[src/rtl/dshot_pkg.sv]
// Shared DShot definitions: frame geometry, frame/CRC builders and the
// transmitter state encoding. The receive path reuses dshot_crc for CRCValid.
package dshot_pkg;

  localparam int DSHOT_FRAME_BITS = 16;
  localparam int DSHOT_VALUE_BITS = 11;
  localparam int DSHOT_CMD_MAX    = 47;

  typedef enum logic [1:0] {
    ST_IDLE = 2'd0,
    ST_BIT  = 2'd1,
    ST_GAP  = 2'd2
  } dshot_state_e;

  // XOR of the three nibbles of the 12-bit payload.
  function automatic logic [3:0] dshot_crc(input logic [11:0] p);
    return p[3:0] ^ p[7:4] ^ p[11:8];
  endfunction

  function automatic logic [15:0] dshot_frame(input logic [DSHOT_VALUE_BITS-1:0] value,
                                              input logic                        telemetry);
    logic [11:0] p;
    p = {value, telemetry};
    return {p, dshot_crc(p)};
  endfunction

  function automatic int dshot_cnt_width(input int bit_cycles, input int gap_cycles);
    return $clog2((bit_cycles > gap_cycles) ? bit_cycles : gap_cycles);
  endfunction

endpackage

[src/rtl/dshot_bit_timer.sv]
// Times one DShot bit period: registered line level (high for T0H/T1H cycles)
// and an end-of-bit strobe during the last cycle of the period.
module dshot_bit_timer #(
  parameter int BIT_CYCLES = 80,
  parameter int T0H_CYCLES = 30,
  parameter int T1H_CYCLES = 60,
  parameter int CNT_W      = 7
) (
  input  logic clk,
  input  logic rst,
  input  logic start_i,
  input  logic bit_i,
  output logic level_o,
  output logic bit_end_o
);

  localparam logic [CNT_W-1:0] BIT_LAST = CNT_W'(BIT_CYCLES - 1);
  localparam logic [CNT_W-1:0] T0H_LEN  = CNT_W'(T0H_CYCLES);
  localparam logic [CNT_W-1:0] T1H_LEN  = CNT_W'(T1H_CYCLES);

  logic [CNT_W-1:0] cnt_q, cnt_d;
  logic             run_q, run_d;
  logic             bit_q, bit_d;
  logic             level_q, level_d;
  logic [CNT_W-1:0] cnt_inc;
  logic [CNT_W-1:0] high_len;

  assign bit_end_o = run_q && (cnt_q == BIT_LAST);
  assign level_o   = level_q;
  assign cnt_inc   = cnt_q + CNT_W'(1);
  assign high_len  = bit_q ? T1H_LEN : T0H_LEN;

  // A restart on the final cycle takes priority, so consecutive bits abut.
  always_comb begin
    cnt_d   = cnt_q;
    run_d   = run_q;
    bit_d   = bit_q;
    level_d = level_q;
    if (start_i) begin
      cnt_d   = '0;
      run_d   = 1'b1;
      bit_d   = bit_i;
      level_d = 1'b1;
    end else if (bit_end_o) begin
      cnt_d   = '0;
      run_d   = 1'b0;
      level_d = 1'b0;
    end else if (run_q) begin
      cnt_d   = cnt_inc;
      level_d = (cnt_inc < high_len);
    end
  end

  always_ff @(posedge clk) begin
    if (rst) begin
      cnt_q   <= '0;
      run_q   <= 1'b0;
      bit_q   <= 1'b0;
      level_q <= 1'b0;
    end else begin
      cnt_q   <= cnt_d;
      run_q   <= run_d;
      bit_q   <= bit_d;
      level_q <= level_d;
    end
  end

endmodule

[src/rtl/dshot_transmitter.sv]
// DShot frame serialiser: accepts one {value, telemetry} word per send/ready
// handshake, shifts out 16 bits MSB first, then holds the line low for the gap.
//
//   state   | meaning
//   --------+-----------------------------------------------------------
//   ST_IDLE | line low, ready for a frame
//   ST_BIT  | bit timer running, shift register feeds the next bit
//   ST_GAP  | line low for GAP_CYCLES, frame_done on the last gap cycle
module dshot_transmitter
  import dshot_pkg::*;
#(
  parameter int BIT_CYCLES = 80,
  parameter int T0H_CYCLES = 30,
  parameter int T1H_CYCLES = 60,
  parameter int GAP_CYCLES = 160
) (
  input  logic                        clk,
  input  logic                        rst,
  input  logic [DSHOT_VALUE_BITS-1:0] value,
  input  logic                        telemetry,
  input  logic                        send,
  output logic                        ready,
  output logic                        busy,
  output logic                        frame_done,
  output logic                        outPin
);

  localparam int CNT_W = dshot_cnt_width(BIT_CYCLES, GAP_CYCLES);
  localparam logic [CNT_W-1:0] GAP_LAST = CNT_W'(GAP_CYCLES - 1);
  localparam logic [3:0]       IDX_LAST = 4'(DSHOT_FRAME_BITS - 1);

  if (!((T0H_CYCLES >= 1) && (T0H_CYCLES < T1H_CYCLES) &&
        (T1H_CYCLES < BIT_CYCLES) && (GAP_CYCLES >= 1))) begin : g_bad_params
    $error("dshot_transmitter: illegal timing parameter set");
  end

  dshot_state_e     state_q, state_d;
  logic [15:0]      shift_q, shift_d;
  logic [3:0]       bit_idx_q, bit_idx_d;
  logic [CNT_W-1:0] gap_cnt_q, gap_cnt_d;
  logic             ready_q, ready_d;
  logic             busy_q, busy_d;
  logic             done_q, done_d;

  logic        accept;
  logic [15:0] frame_in;
  logic        timer_start;
  logic        timer_bit;
  logic        bit_end;
  logic        line;

  assign accept   = send && ready_q;
  assign frame_in = dshot_frame(value, telemetry);

  dshot_bit_timer #(
    .BIT_CYCLES(BIT_CYCLES),
    .T0H_CYCLES(T0H_CYCLES),
    .T1H_CYCLES(T1H_CYCLES),
    .CNT_W     (CNT_W)
  ) u_bit_timer (
    .clk      (clk),
    .rst      (rst),
    .start_i  (timer_start),
    .bit_i    (timer_bit),
    .level_o  (line),
    .bit_end_o(bit_end)
  );

  // shift_q holds the bits not yet handed to the timer, next one at [15].
  always_comb begin
    state_d     = state_q;
    shift_d     = shift_q;
    bit_idx_d   = bit_idx_q;
    gap_cnt_d   = gap_cnt_q;
    timer_start = 1'b0;
    timer_bit   = 1'b0;
    unique case (state_q)
      ST_IDLE: begin
        if (accept) begin
          state_d     = ST_BIT;
          shift_d     = {frame_in[14:0], 1'b0};
          bit_idx_d   = '0;
          timer_start = 1'b1;
          timer_bit   = frame_in[15];
        end
      end
      ST_BIT: begin
        if (bit_end) begin
          if (bit_idx_q == IDX_LAST) begin
            state_d   = ST_GAP;
            gap_cnt_d = '0;
          end else begin
            bit_idx_d   = bit_idx_q + 4'd1;
            shift_d     = {shift_q[14:0], 1'b0};
            timer_start = 1'b1;
            timer_bit   = shift_q[15];
          end
        end
      end
      ST_GAP: begin
        if (gap_cnt_q == GAP_LAST) begin
          state_d   = ST_IDLE;
          gap_cnt_d = '0;
        end else begin
          gap_cnt_d = gap_cnt_q + CNT_W'(1);
        end
      end
      default: state_d = ST_IDLE;
    endcase
    ready_d = (state_d == ST_IDLE);
    busy_d  = (state_d != ST_IDLE);
    done_d  = (state_d == ST_GAP) && (gap_cnt_d == GAP_LAST);
  end

  always_ff @(posedge clk) begin
    if (rst) begin
      state_q   <= ST_IDLE;
      shift_q   <= '0;
      bit_idx_q <= '0;
      gap_cnt_q <= '0;
      ready_q   <= 1'b0;
      busy_q    <= 1'b0;
      done_q    <= 1'b0;
    end else begin
      state_q   <= state_d;
      shift_q   <= shift_d;
      bit_idx_q <= bit_idx_d;
      gap_cnt_q <= gap_cnt_d;
      ready_q   <= ready_d;
      busy_q    <= busy_d;
      done_q    <= done_d;
    end
  end

  assign ready      = ready_q;
  assign busy       = busy_q;
  assign frame_done = done_q;
  assign outPin     = line;

endmodule

[config.mk]
export PLATFORM = sky130hd
export DESIGN_NAME = dshot_transmitter
export DESIGN_NICKNAME = d
export VERILOG_FILES = /design/src/rtl/dshot_pkg.sv /design/src/rtl/dshot_bit_timer.sv /design/src/rtl/dshot_transmitter.sv
export SDC_FILE = /design/constraint.sdc
export NUM_CORES = 1
export LEC_CHECK = 0
export CAP_MARGIN = 20
export CORE_ASPECT_RATIO = 1.2
export CORE_MARGIN = 2
export CORE_UTILIZATION = 30
export CTS_BUF_LIST = sky130_fd_sc_hd__clkbuf_4
export DETAILED_ROUTE_END_ITERATION = 8
export RECOVER_POWER = 100
export SYNTH_ARGS = -nofsm -noshare
export SYNTH_HDL_FRONTEND = slang
export SYNTH_HIERARCHICAL = 1
export SYNTH_SLANG_ARGS = --single-unit
[constraint.sdc]
create_clock -name clk -period 3.1 [get_ports clk]
set_input_delay 0.31 -clock clk [delete_from_list [all_inputs] [get_ports clk]]
set_output_delay 0.31 -clock clk [all_outputs]
set_load 0.05 [all_outputs]
==> results of run 1 <==
flip-flops by register name, indices dropped and copies added, names as in the netlist:
name and flops:
shift_q 15, gap_cnt_q 8, u_bit_timer/cnt_q 8, bit_idx_q 4
state_q 2, busy 1, frame_done 1, ready 1
u_bit_timer/bit_q 1, u_bit_timer/level_o 1, u_bit_timer/run_q 1
cells by family after synthesis:
kind of cell | count (synthesis) | synth area share (%)
simple gates | 107 | 23.84
compound gates | 57 | 17.73
flops | 43 | 36.85
xor+xnor | 20 | 7.499
buf+inv | 18 | 3.802
mux | 14 | 5.999
fa+ha+maj | 8 | 4.285
area by class of cell:
cell class	count	area, um^2
clock buffer	5	37.54
clock inverter	3	15.01
fill	840	4994
inverter	7	26.28
multi-input combinational	206	1369
sequential	43	860.8
tap	92	115.1
timing repair buffer	21	202.7
cell usage after synthesis, types with 4 or more instances:
cell | number | area (um^2)
sky130_fd_sc_hd__a211oi_1 | 16 | 120.1
sky130_fd_sc_hd__a21oi_1 | 12 | 60.06
sky130_fd_sc_hd__clkbuf_1 | 4 | 15.01
sky130_fd_sc_hd__dfxtp_1 | 43 | 860.8
sky130_fd_sc_hd__ha_1 | 8 | 100.1
sky130_fd_sc_hd__inv_1 | 6 | 22.52
sky130_fd_sc_hd__mux2i_1 | 14 | 140.1
sky130_fd_sc_hd__nand2_1 | 18 | 67.56
sky130_fd_sc_hd__nand3_1 | 7 | 35.03
sky130_fd_sc_hd__nor2_1 | 46 | 172.7
sky130_fd_sc_hd__nor3_1 | 4 | 20.02
sky130_fd_sc_hd__xnor2_1 | 9 | 78.83
sky130_fd_sc_hd__xor2_1 | 11 | 96.34
per-layer routing:
layer / vias to the layer above / global-route usage (%)
li1: 998 / -
met1: 867 / 13.51
met2: 24 / 20.71
met3: 6 / 2.211
met4: 0 / 4.762
met5: - / 0
power groups by stage:
stage	Combinational, mW	Sequential [mW]	Clock, mW
after floorplan	0.154	0.638	0
after global placement	0.223	0.629	0
after detailed placement	0.226	0.630	0
after CTS	0.226	0.618	0.290
after global routing	0.244	0.624	0.315
final	0.220	0.617	0.271
worst max-delay path: stages, from the launching register on:
cell,delay (ns)
sky130_fd_sc_hd__dfxtp_1,0.37
sky130_fd_sc_hd__or4b_1,0.54
sky130_fd_sc_hd__nor2_1,0.19
sky130_fd_sc_hd__and4_1,0.30
sky130_fd_sc_hd__a21oi_1,0.09
sky130_fd_sc_hd__a311oi_1,0.43
sky130_fd_sc_hd__o2111ai_1,0.20
sky130_fd_sc_hd__nor4b_1,0.28
worst max path at each step:
stage               slack, ns                 start          to  cells past startpoint
finish                   0.60  u_bit_timer/cnt_q[7]  frame_done                      7
global route             0.31  u_bit_timer/cnt_q[0]  frame_done                      8
CTS                      0.71  u_bit_timer/cnt_q[7]  frame_done                      7
detailed placement       0.74  u_bit_timer/cnt_q[7]  frame_done                      7
global placement         0.79  u_bit_timer/cnt_q[7]  frame_done                      7
floorplan                0.95  u_bit_timer/cnt_q[7]  frame_done                      7
metrics by stage:
step                cell area [um^2]  power [mW]  setup slack [ns]  hold WS, ns  instances
global placement                2591      0.8525            0.7945       0.4642        369
CTS                             2644       1.134            0.7073       0.4887        377
finish                          2626       1.108            0.6047       0.4858        377
detailed placement              2591      0.8554            0.7437       0.4698        369
floorplan                       2336      0.7922            0.9457       0.3791        267
global route                    2626       1.183            0.3141       0.5307        377
==> metrics.yaml, run 1 <==
critical_path:
  setup.worst_path.start_class: "flop"
  end_kind: "flop"
  r2r.worst_path.cells: 7
  critPathKind: "reg -> reg"
  crit_fanout: 5
  reg2reg_setup_slack_ns: 0.60
  regToRegStartpoint: "u_bit_timer/cnt_q[7]"
  crit_arrival_ns: 2.77
  cp.required_ns: 3.37
  worstReg2RegEnd: "frame_done"
clock_network:
  cts_made_buffers: 5
  clk_latency_ns: 0.35
  tritoncts: "done"
  ctsHtreeMaxLevel: 2
  postCtsSetupBuffers: 0
  clockBufferDepth: 2
  post_cts.resized_instances: 0
  clkTransAtPathRegs_ns: 0.13
  ctsHoldBuffers: 0
  cts_root_buffer: "sky130_fd_sc_hd__clkbuf_4"
  clock_sinks: 43
logic_synthesis:
  synthDistinctLibCells: 57
  seq_area_frac_synth_pct: 36.85
  synth_seq_cells: 43
  synthesis_warnings: 6
  syn-instance-count: 267
  ys.flop_type: "sky130_fd_sc_hd__dfxtp_1"
  postSynthAreaPerCell_um2: 8.749
  synth_edf_count: 0
  synth_async_sr_flop_share_pct: 0
  synthesis.nets: 290
  synthesis.area_um2: 2336
drt:
  route.antenna.remaining_nets: 0
  met3_length_um: 124
  drt_first_iter_violations: 77
  met1_length_mm: 2.180
  vias_per_cell: 5.027
  route.detailed.wl_per_inst_um: 12.49
  met2RoutedLength_mm: 2.318
  detailedRoute.firstPassIterationCount: 4
  detailed_route_wl_mm: 4.708
  remaining_drc_errors: 0
  routed-via-count: 1895
  highest_layer: "met4"
status:
  status: "finished clean"
die:
  ios: 19
  floorplan.core_area_um2: 7620
  row_count: 35
  design.die.area_um2: 8512
  starting_density_of_the_core_pct: 30.66
  die_y_um: 100.7
  floorplan.die.width_um: 84.56
global_route:
  grt_first_pass_wirelength_mm: 8.079
  grt_use_total_pct: 11.58
  first_global_vias: 1828
  grt_start_max_net_pins: 31
  antenna_found_initial: 0
  overflow: 0
power:
  vdd_ir_drop_max_uv: 226.7
  p_sw_share_pct: 30.51
  p_switching_mw: 0.3379
  clkPwrFrac_pct: 24.5
  total_leakage_power_nw: 0.9119
  sequential_cell_fraction_of_total_power_pct: 55.7
  power.combinational.fraction_pct: 19.8
  internal_power_mw: 0.7698
  power.density_nw_per_um2: 421.8
sta:
  fin_setup_tns_ns: 0
  min_period_over_period_pct: 80.49
  rsz0062_at_grt: "false"
  slew_violations: 0
  final_hold_viols: 0
  relSlewSlack_pct: 61.13
  fmax_mhz: 400.8
  finClkSkew_ns: 0.01395
  worstMarginPinSlew_ns: 0.5813
  period_minus_slack_ns: 2.495
  timing.final.setup_violations: 0
cells_and_area:
  layout.cells.most_common: "sky130_fd_sc_hd__nor2_1"
  layout-area-overhead-vs-synth_pct: 12.43
  number_of_antenna_diodes: 0
  design.final.nets: 307
  finish.utilization_pct: 34.47
  final_layout_size_suffix_gt1_share_pct: 6.316
  mostFrequentLayoutCells: "sky130_fd_sc_hd__nor2_1 (46), sky130_fd_sc_hd__dfxtp_1 (43), sky130_fd_sc_hd__nand2_1 (18)"
placement:
  port-buffer-count: 18
  gp_congestion: 0.8491
  place.detailed.hpwl_mm: 3.463
hold_path:
  min_path_type: "reg -> reg"
  hold_path_end: "bit_idx_q[1]"
  timing.hold.worst_path_depth: 2
  hold_path.startpoint: "bit_idx_q[1]"
run:
  maximum_capacitance_violations: 0
No activity file was read; power rests on OpenSTA's default activity.
==> run 2: changes to the inputs <==
==> constraint.sdc (replaced) <==
create_clock -name clk -period 2.5 [get_ports clk]
set_input_delay 0.25 -clock clk [delete_from_list [all_inputs] [get_ports clk]]
set_output_delay 0.25 -clock clk [all_outputs]
set_load 0.05 [all_outputs]
==> run 2 against run 1 <==
  * Worst setup slack got worse by 0.38 ns
  * Global-route usage about the same
  * Highest routed layer unchanged
  * Cell count is 1.1% higher
  * Critical endpoint unchanged
==> metrics.yaml, run 2 (synthesized netlist as in run 1, its figures left out) <==
status:
  status: "finished clean"
global_route:
  grt_start_max_net_pins: 31
  antenna_found_initial: 0
  overflow: 0
  grt_first_pass_wirelength_mm: 8.169
  grt_use_total_pct: 11.53
  first_global_vias: 1833
clock_network:
  cts_root_buffer: "sky130_fd_sc_hd__clkbuf_4"
  cts_made_buffers: 5
  clk_latency_ns: 0.34
  clock_sinks: 43
  tritoncts: "done"
  ctsHtreeMaxLevel: 2
  clkTransAtPathRegs_ns: 0.12
  clockBufferDepth: 2
power:
  clkPwrFrac_pct: 22.8
  p_switching_mw: 0.4015
  vdd_ir_drop_max_uv: 221.5
  p_sw_share_pct: 29.45
  total_leakage_power_nw: 0.9259
  internal_power_mw: 0.9621
  sequential_cell_fraction_of_total_power_pct: 55.9
  power.combinational.fraction_pct: 21.3
  power.density_nw_per_um2: 509.8
cells_and_area:
  design.final.nets: 312
  layout.cells.most_common: "sky130_fd_sc_hd__nor2_1"
  mostFrequentLayoutCells: "sky130_fd_sc_hd__nor2_1 (45), sky130_fd_sc_hd__dfxtp_1 (43), sky130_fd_sc_hd__nand2_1 (18)"
  largest_register_ff_count: 15
  number_of_antenna_diodes: 0
  final_layout_size_suffix_gt1_share_pct: 8.651
  reg_top3: "shift_q: 15 flops, gap_cnt_q: 8 flops, u_bit_timer/cnt_q: 8 flops"
  largest-register: "shift_q"
  layout-area-overhead-vs-synth_pct: 14.52
  finished_layout_cells: 381
critical_path:
  crit_path_start: "u_bit_timer/cnt_q[6]"
  end_kind: "flop"
  crit_arrival_ns: 2.53
  setup.worst_path.start_class: "flop"
  cp.required_ns: 2.76
  crit_fanout: 6
  critPathKind: "reg -> reg"
  regToRegStartpoint: "u_bit_timer/cnt_q[6]"
sta:
  relSlewSlack_pct: 65.94
  worst_hold_slack_ns: 0.4841
  period_minus_slack_ns: 2.276
  worstMarginPinSlew_ns: 0.5092
  finClkSkew_ns: 0.01118
  slew_violations: 0
  timing.final.setup_violations: 0
  min_period_over_period_pct: 91.02
  rsz0062_at_grt: "false"
  fin_setup_tns_ns: 0
  fmax_mhz: 439.5
  final_hold_viols: 0
placement:
  place.detailed.hpwl_mm: 3.442
  gp_congestion: 0.7774
  cell_total_after_placement: 374
  port-buffer-count: 18
drt:
  remaining_drc_errors: 0
  vias_per_cell: 5.018
  routed-via-count: 1912
  route.detailed.wl_per_inst_um: 12.15
  detailedRoute.firstPassIterationCount: 4
  detailed_route_wl_mm: 4.630
  drt_first_iter_violations: 142
  route.antenna.remaining_nets: 0
die:
  floorplan.die.width_um: 84.56
  starting_density_of_the_core_pct: 30.66
  row_count: 35
  floorplan.core_area_um2: 7620
  ios: 19
  die_y_um: 100.7
  design.die.area_um2: 8512
hold_path:
  min_path_type: "reg -> reg"
  hold_path.startpoint: "bit_idx_q[1]"
run:
  maximum_capacitance_violations: 0
run 2: final timing paths:
| kind | slack (ns) | depth (start not counted) | to |
|---|---|---|---|
| worst max-delay path | 0.22 | 7 | frame_done |
| worst min-delay path | 0.48 | 2 | bit_idx_q[1] |
| worst min register to register | 0.48 | 2 | bit_idx_q[1] |
| worst max register to register | 0.22 | 7 | frame_done |
run 2: layer usage:
layer / track usage (%) / vias to the layer above / share of wire [%]
li1: - / 1006 / -
met1: 14.42 / 861 / 47
met2: 19.32 / 39 / 48
met3: 2.211 / 6 / 2.7
met4: 5.006 / 0 / 2.0
met5: 0 / - / 0
run 2: worst max-delay path, stage by stage, from the launching register on:
cell and delay [ns]:
sky130_fd_sc_hd__dfxtp_1 0.44, sky130_fd_sc_hd__or4b_1 0.49, sky130_fd_sc_hd__nor2_2 0.17, sky130_fd_sc_hd__and4_1 0.30
sky130_fd_sc_hd__a21oi_1 0.10, sky130_fd_sc_hd__a311oi_2 0.27, sky130_fd_sc_hd__o2111ai_1 0.15, sky130_fd_sc_hd__nor4b_1 0.26
run 2: layout make-up:
type	count	area, um^2
sequential	43	860.8
inverter	7	26.28
clock buffer	5	37.54
multi-input combinational	206	1385
fill	808	4945
timing repair buffer	26	241.5
tap	92	115.1
clock inverter	2	8.758
run 2: stage by stage:
stage / worst slack, ns / utilization [%] / power (mW) / instance area (um^2)
finish: 0.2245 / 35.11 / 1.364 / 2675
global route: 0.02715 / 35.11 / 1.457 / 2675
CTS: 0.1394 / 35.27 / 1.398 / 2688
detailed placement: 0.1635 / 34.66 / 1.077 / 2641
global placement: 0.2452 / 34.66 / 1.073 / 2641
floorplan: 0.3457 / - / 0.9823 / 2336
run 2: power groups by stage:
stage / logic, mW / clock network, mW / registers (mW)
2_1_floorplan: 0.191 / 0 / 0.791
3_3_place_gp: 0.296 / 0 / 0.778
3_5_place_dp: 0.298 / 0 / 0.779
4_1_cts: 0.299 / 0.335 / 0.763
5_1_grt: 0.324 / 0.363 / 0.770
6_report: 0.290 / 0.311 / 0.762
run 2: what timing repair did:
action | 4_1_cts | 5_1_grt
buffers inserted | 0 | 0
endpoints found under the hold margin | 0 | 0
resized for setup | 0 | 3
hold buffers | 0 | 0
endpoints found under the setup margin | 0 | 1
